`config.mk`:
```
export PLATFORM = sky130hd
export DESIGN_NAME = serial_addsub_digit
export DESIGN_NICKNAME = d
export VERILOG_FILES = /design/src/rtl/serial_addsub_digit.sv
export SDC_FILE = /design/constraint.sdc
export NUM_CORES = 1
export LEC_CHECK = 0
export CORE_MARGIN = 10
export CORE_UTILIZATION = 35
export CTS_CLUSTER_SIZE = 8
export DETAILED_ROUTE_END_ITERATION = 7
export GPL_ROUTABILITY_DRIVEN = 1
export GPL_TIMING_DRIVEN = 0
export SLEW_MARGIN = 5
export SYNTH_ARGS = -nofsm -noshare
export SYNTH_HDL_FRONTEND = slang
export SYNTH_SLANG_ARGS = --single-unit
```
`constraint.sdc`:
```
create_clock -name clk -period 1.53 [get_ports clk]
set_input_delay 0.306 -clock clk [delete_from_list [all_inputs] [get_ports clk]]
set_output_delay 0.306 -clock clk [all_outputs]
set_load 0.02 [all_outputs]
```
`src/rtl/serial_addsub_digit.sv`:
```
// Digit-serial adder/subtractor: one DW-bit digit per accepted cycle,
// LSB digit first, with word-level carry and signed overflow flags.
module serial_addsub_digit #(
   parameter int DW   = 1,
   parameter int NDIG = 8
) (
   input  logic          clk,
   input  logic          rst_n,
   input  logic          start,
   input  logic          sub,
   input  logic          valid_in,
   input  logic [DW-1:0] a,
   input  logic [DW-1:0] b,
   output logic [DW-1:0] sum,
   output logic          sum_valid,
   output logic          done,
   output logic          carry_out,
   output logic          overflow,
   output logic          busy
);

   localparam int CW = $clog2(NDIG + 1);

   localparam logic [0:0] IDLE = 1'b0;
   localparam logic [0:0] RUN  = 1'b1;

   logic [0:0]    state;
   logic          carry;
   logic          mode;
   logic [CW-1:0] cnt;

   logic          accept;
   logic          cin;
   logic          m;
   logic [DW-1:0] bx;
   logic [DW:0]   res;
   logic [CW-1:0] cnt_n;
   logic          last;
   logic          msb_c;

   always_comb begin
      accept = valid_in & (start | (state == RUN));
      cin    = start ? sub : carry;
      m      = start ? sub : mode;
      bx     = b ^ {DW{m}};
      res    = {1'b0, a} + {1'b0, bx} + {{DW{1'b0}}, cin};
      cnt_n  = start ? CW'(1) : cnt + CW'(1);
      last   = (cnt_n == CW'(NDIG));
      // carry into the sign bit, recovered from the sum bit
      msb_c  = a[DW-1] ^ bx[DW-1] ^ res[DW-1];
   end

   always_ff @(posedge clk or negedge rst_n) begin
      if (!rst_n) begin
         state     <= IDLE;
         carry     <= 1'b0;
         mode      <= 1'b0;
         cnt       <= '0;
         sum       <= '0;
         sum_valid <= 1'b0;
         done      <= 1'b0;
         carry_out <= 1'b0;
         overflow  <= 1'b0;
      end else begin
         sum_valid <= accept;
         done      <= accept & last;
         if (accept) begin
            sum   <= res[DW-1:0];
            carry <= res[DW];
            mode  <= m;
            cnt   <= last ? '0 : cnt_n;
            state <= last ? IDLE : RUN;
            if (last) begin
               carry_out <= res[DW];
               overflow  <= msb_c ^ res[DW];
            end
         end
      end
   end

   assign busy = (state == RUN);

endmodule

```
==> results of run 1 <==
[worst reg2reg max path, delay by kind of cell, from the launching register on]
| kind | cells | cell delay (ns) |
|---|---|---|
| multiplexers | 2 | 0.40 |
| XOR/XNOR | 3 | 0.39 |
| flip-flops | 1 | 0.38 |
| adder cells (fa/ha/maj) | 1 | 0.38 |
[layer usage]
layer | vias up | track usage | part of all wire
met4 | 0 | 0.0251 | 0.010
li1 | 229 | - | -
met1 | 223 | 0.0691 | 0.45
met2 | 10 | 0.100 | 0.49
met3 | 2 | 0.0269 | 0.050
met5 | - | 0 | 0
[state kept, by name, indices dropped and copies added (netlist names)]
register	flops
cnt	4
busy	1
carry	1
carry_out	1
done	1
mode	1
overflow	1
sum	1
sum_valid	1
[kinds of logic after synthesis]
family,count (synthesis),share of synthesized area
buffers and inverters,6,0.0500
multiplexers,5,0.0900
AND/OR/NAND/NOR,15,0.140
flip-flops,12,0.480
AO/OA/AOI/OAI,10,0.0980
XOR/XNOR,5,0.0700
adder cells (fa/ha/maj),3,0.0720
[layout make-up]
type | count | share of cell area
buffer | 2 | 0.0189
tap | 25 | 0.0364
clock buffer | 3 | 0.0262
inverter | 4 | 0.0175
multi-input combinational | 38 | 0.377
timing repair buffer | 16 | 0.175
sequential | 12 | 0.349
[power groups by stage]
stage / Sequential [mW] / Combinational (mW) / Clock [mW]
after floorplan: 0.442 / 0.150 / 0
after global placement: 0.413 / 0.277 / 0
after detailed placement: 0.417 / 0.280 / 0
after CTS: 0.408 / 0.292 / 0.193
after global routing: 0.419 / 0.352 / 0.217
final: 0.411 / 0.318 / 0.189
[cells in the mapped netlist, types with 2 or more instances]
| cell type | count | share of area |
|---|---|---|
| dfrtp_1 | 12 | 0.48 |
| ha_1 | 2 | 0.040 |
| xnor2_1 | 2 | 0.028 |
| o21ai_0 | 6 | 0.048 |
| nand2_1 | 7 | 0.042 |
| xor2_1 | 3 | 0.042 |
| nor3_1 | 2 | 0.016 |
| inv_1 | 4 | 0.024 |
| nand3_1 | 2 | 0.016 |
| mux2i_1 | 3 | 0.048 |
[metrics by stage]
step | cell area (sq um) | TNS [ns] | setup slack (ns) | power (mW)
after floorplan | 628 | -0.182 | -0.182 | 0.592
after global placement | 769 | -1.13 | -0.556 | 0.690
after detailed placement | 769 | -1.24 | -0.573 | 0.698
after CTS | 812 | -0.179 | -0.179 | 0.893
after global routing | 860 | -0.262 | -0.212 | 0.988
final | 860 | -0.173 | -0.173 | 0.918
[cells in the final DEF (no fill, tap or decap)]
master and count:
a21oi_1 1, a22o_1 1, a22o_2 1, and3_4 1, buf_2 1, buf_4 5, buf_6 1, clkbuf_4 3
clkdlybuf4s50_1 4, dfrtp_1 12, dlygate4sd2_1 4, dlymetal6s2s_1 3, fa_2 1, ha_1 1, ha_2 1, inv_1 4
mux2_2 1, mux2_4 1, mux2i_1 2, mux2i_4 1, nand2_1 7, nand3_1 1, nand3_2 1, nor2_1 1
nor2b_4 1, nor3_1 2, nor3b_2 1, o21ai_0 4, o21ai_1 2, o31ai_1 1, xnor2_1 2, xor2_1 2
xor2_2 1
[path summary, 6_finish.rpt]
kind,from,end,cells past startpoint
worst min-delay path,start,cnt[3],2
worst max register to register,mode,overflow,6
worst min register to register,sum,sum,2
worst max-delay path,a,overflow,6
max in group asynchronous,rst_n,done,1
min in group asynchronous,rst_n,busy,1
[timing repair]
action | 4_1_cts | 5_1_grt
hold endpoints to repair | 0 | 0
setup buffers | 3 | 2
endpoints found under the setup margin | 6 | 7
gates resized for setup | 5 | 9
pin swaps | 3 | 4
hold buffers | 0 | 0
==> summary.txt, run 1 <==
Power and ir drop
  • Clock power frac: 0.206
  • Comb pwr share: 0.347
  • Net Sw Power: 289 uW
  • Internal Power: 629 uW
  • Switching share of total power: 0.315
  • Sequential power share: 0.447
  • Pwr per Cell Area: 1070 mW/mm^2
  • P_leak: 0.419 nW
  • Max rail drop VDD: 0.000507 V

Setup path
  • Worst path bufs/invs: 2
  • Largest stage delay on the critical path: 0.52 ns
  • Worst Path Arrival: 1.85 ns
  • Crit-path slowest cell: clkdlybuf4s50_1
  • Critical Path Source Type: input pin
  • Critical path required time: 1.68 ns
  • CP max FO: 3
  • R2R Setup Slk: -0.13 ns
  • Worst-path cell chain: clkdlybuf4s50_1 -> inv_1 -> fa_2 -> xor2_2 -> xnor2_1 -> mux2_4
  • Worst Setup End Kind: register
  • CP top delay family: buffers and inverters
  • Critical path class: input pin to register

GRT
  • Gr ovfl total: 0
  • Initial antenna violation count: 0
  • Vias in the first global route: 472
  • Largest net degree at the start of global routing: 13
  • GRT Total Usage: 0.0617
  • First-pass GRT wire length: 2.01 mm

Finish
  • Area grow syn2layout: 37.4%
  • Fillers: 156
  • Final nets: 87
  • Reg area: 300 sq um
  • Diode count: 0
  • Final Core Density: 0.503
  • Multi-input gate area: 324 sq um
  • Fin cells: 100
  • Share of cells above drive strength 1: 0.280

Logic synthesis
  • Register area share after synthesis: 0.480
  • Register bit total from synthesis: 12
  • Synth Area per Inst: 11.2 sq um
  • Distinct cells, synth: 23
  • Ys Warns: 0
  • Post-synthesis async set-or-reset flop share: 1.00
  • Syn nets: 66
  • Cell Area, Synth: 626 sq um
  • Cell count after synthesis: 56
  • Synth Flop Type: dfrtp_1
  • Number of synthesized flops with an enable pin: 0

Clock network
  • Clk pin slew, worst setup/hold paths: 0.07 ns
  • CTS H-Tree Depth: 1
  • Clock root cell: clkbuf_4
  • Clock latency on the worst-skew pair: 0.27 ns
  • # clock sinks: 12
  • CTS Buf Count: 3
  • CTS tree: built
  • Clock Path Buffers: 2

Timing
  • Worst Tran Pin Value: 0.539 ns
  • Maximum clock frequency: 587 MHz
  • RSZ-0062 raised after global routing: yes
  • Worst hold margin: 0.290 ns
  • Tcrit/Tclk final: 1.11
  • Fin crit period: 1.70 ns
  • Final worst slack: -0.173 ns
  • Final Skew: 0.00572 ns
  • Headroom to the max-slew limit: 0.640
  • Max Slew Vio Count: 0
  • Setup-failing EPs final: 1
  • Hold Fails Final Rpt: 0

Routing
  • Drt wl/cell: 11.9 um
  • DRT Pass-1 Iters: 4
  • DR vias/cell: 4.64
  • Drt drc: 0
  • Via count: 464
  • Routed WL: 1.19 mm
  • Routed Antenna Nets: 0
  • Initial DRC count: 5

Floorplan
  • Initial core utilization: 0.366
  • Die W: 62.3 um
  • Ports: 13
  • Die Height: 62.3 um
  • Number of cell rows: 15
  • Core ar.: 0.00171 sq mm
  • Die area: 0.00388 sq mm

Flow run
  • Max-Cap Viols: 0

Placement
  • HPWL Detailed: 877 um
  • GP Congestion: 0.745
  • PortBufs: 11
  • Placed Cells: 92

Hold path
  • HP Class: input pin to register

Run status
  • Failing checks: negative setup slack
  • Status: finished with violations
No activity file was read; power rests on OpenSTA's default activity.
==> run 2, diff against run 1 <==
--- a/config.mk
+++ b/config.mk
@@ -11,6 +11,7 @@
 export DETAILED_ROUTE_END_ITERATION = 7
 export GPL_ROUTABILITY_DRIVEN = 1
 export GPL_TIMING_DRIVEN = 0
+export SKIP_CTS_REPAIR_TIMING = 1
 export SLEW_MARGIN = 5
 export SYNTH_ARGS = -nofsm -noshare
 export SYNTH_HDL_FRONTEND = slang
==> summary.txt, run 2 (same netlist as run 1, synthesis figures left out) <==
Run status
  • Status: finished with violations
  • Failing checks: negative setup slack

Finish
  • Commonest cells after routing, fill and taps aside: dfrtp_1, dlymetal6s2s_1, nand2_1
  • Final nets: 84 (-3.4%)
  • Commonest non-fill, non-tap cell in the layout: dfrtp_1
  • Final Core Density: 0.492 (-0.0110)
  • Diode count: 0 (unchanged)
  • Fin cells: 97 (-3.0%)
  • Final Instance Area: 841 sq um (-2.2%)
  • Largest Register: cnt
  • Share of cells above drive strength 1: 0.236 (-0.0439)
  • Max reg flops: 4 (unchanged)
  • Area grow syn2layout: 34.4%

Timing
  • Final worst slack: -0.135 ns (+0.0378 ns)
  • Fin crit period: 1.67 ns (-0.0378 ns)
  • Final Skew: 0.00470 ns (-0.00102 ns)
  • RSZ-0062 raised after global routing: yes
  • Maximum clock frequency: 601 MHz (+2.3%)
  • Tcrit/Tclk final: 1.09 (-0.0247)
  • Setup-failing EPs final: 2 (+1)
  • Hold Fails Final Rpt: 0 (unchanged)
  • Headroom to the max-slew limit: 0.650 (+0.0106)
  • Worst Tran Pin Value: 0.523 ns (-0.0158 ns)
  • Worst hold margin: 0.286 ns (-0.00444 ns)
  • Max Slew Vio Count: 0 (unchanged)

Placement
  • PortBufs: 11 (unchanged)
  • HPWL Detailed: 877 um (unchanged)
  • GP Congestion: 0.745 (unchanged)
  • Placed Cells: 92 (unchanged)
  • DP Area: 769 sq um (unchanged)

Routing
  • DRT Pass-1 Iters: 4 (unchanged)
  • Drt wl/cell: 11.5 um (-3.2%)
  • Initial DRC count: 6 (+1)
  • DR vias/cell: 4.49 (-3.1%)
  • Routed Antenna Nets: 0 (unchanged)
  • Drt drc: 0 (unchanged)
  • Via count: 436 (-6.0%)
  • Routed WL: 1.12 mm (-6.1%)

Clock network
  • Clock Path Buffers: 2 (unchanged)
  • # clock sinks: 12 (unchanged)
  • CTS H-Tree Depth: 1 (unchanged)
  • CTS tree: built
  • Clock root cell: clkbuf_4
  • CTS Buf Count: 3 (unchanged)
  • Clk pin slew, worst setup/hold paths: 0.07 ns (about the same)
  • Clock latency on the worst-skew pair: 0.26 ns (about the same)

Floorplan
  • Die Height: 62.3 um (unchanged)
  • Ports: 13 (unchanged)
  • Initial core utilization: 0.366 (unchanged)
  • Die W: 62.3 um (unchanged)
  • Core ar.: 0.00171 sq mm (unchanged)
  • Die area: 0.00388 sq mm (unchanged)
  • Number of cell rows: 15 (unchanged)

Setup path
  • Worst Path Arrival: 1.81 ns (-0.04 ns)
  • Worst-path cell chain: ha_2 -> xor2_1 -> nor3b_2 -> and3_4 -> mux2_4
  • Worst path bufs/invs: 0 (-2)
  • Reg2Reg Depth: 5 (-1)
  • Critical path depth in cells: 5 (-1)
  • Worst Setup End Kind: register
  • Critical Path Source Type: register
  • Crit-path slowest cell: dfrtp_1
  • CP max FO: 4 (+1)
  • Largest stage delay on the critical path: 0.42 ns (-0.10 ns)
  • Setup crit start: cnt[0]
  • Critical path required time: 1.68 ns (about the same)
  • CP top delay family: simple AND/OR/NAND/NOR gates
  • Reg2Reg Launch Point: cnt[0]
  • Critical path class: register to register

GRT
  • Gr ovfl total: 0 (unchanged)
  • GRT Total Usage: 0.0573 (-0.00438)
  • First-pass GRT wire length: 1.87 mm (-7.2%)
  • Initial antenna violation count: 0 (unchanged)
  • Vias in the first global route: 441 (-6.6%)
  • Largest net degree at the start of global routing: 13 (unchanged)

Hold path
  • HP Class: input pin to register
  • Min-delay src: start
  • Hold Path Stages: 2 (unchanged)

Flow run
  • Max-Cap Viols: 0 (unchanged)

Power and ir drop
  • Max rail drop VDD: 0.000485 V (-4.2%)
  • P_leak: 0.445 nW (+6.2%)
  • Pwr per Cell Area: 1050 mW/mm^2 (-1.4%)
[run 2: cell count changes in the layout (fill, tap and decap cells not counted), sizes merged]
cell           change
buf                -3
dlygate4sd2        -4
clkdlybuf4s50      -1
dlymetal6s2s       +5
[run 2: path summary, 6_finish.rpt]
kind                            end  slack, ns
setup / recovery           overflow      -0.14
hold / removal               cnt[3]       0.29
setup reg to reg           overflow      -0.14
hold reg to reg                 sum       0.49
max in group asynchronous      done       0.79
min in group asynchronous      busy       0.39
[run 2: final cells by class]
class / instances / area [sq um]
fillers: 155 / 867
multi-input cells: 38 / 310
flip-flops and latches: 12 / 300
repair buffers: 13 / 145
well taps: 25 / 31.3
clock buffers: 3 / 22.5
plain buffers: 2 / 16.3
inverters: 4 / 15.0
[run 2: where the power goes]
group          switching, mW  internal [mW]  leakage [nW]  total [mW]
combinational          0.139          0.152         0.285       0.290
clock                 0.0936         0.0907        0.0138       0.184
sequential            0.0393          0.372         0.146       0.411
[run 2: per-stage QoR]
| stage | setup TNS [ns] | power (mW) | setup WS (ns) |
|---|---|---|---|
| after global placement | -1.13 | 0.690 | -0.556 |
| after floorplan | -0.182 | 0.592 | -0.182 |
| after detailed placement | -1.24 | 0.698 | -0.573 |
| after global routing | -0.384 | 0.959 | -0.224 |
| after CTS | -0.514 | 0.885 | -0.294 |
| final | -0.217 | 0.885 | -0.135 |
[run 2: per-layer routing]
layer / GRT usage / wire (um) / vias up
met5: 0 / 0 / -
met4: 0.0251 / 12 / 0
met3: 0.0269 / 37 / 2
met1: 0.0660 / 537 / 203
met2: 0.0885 / 529 / 8
li1: - / - / 223
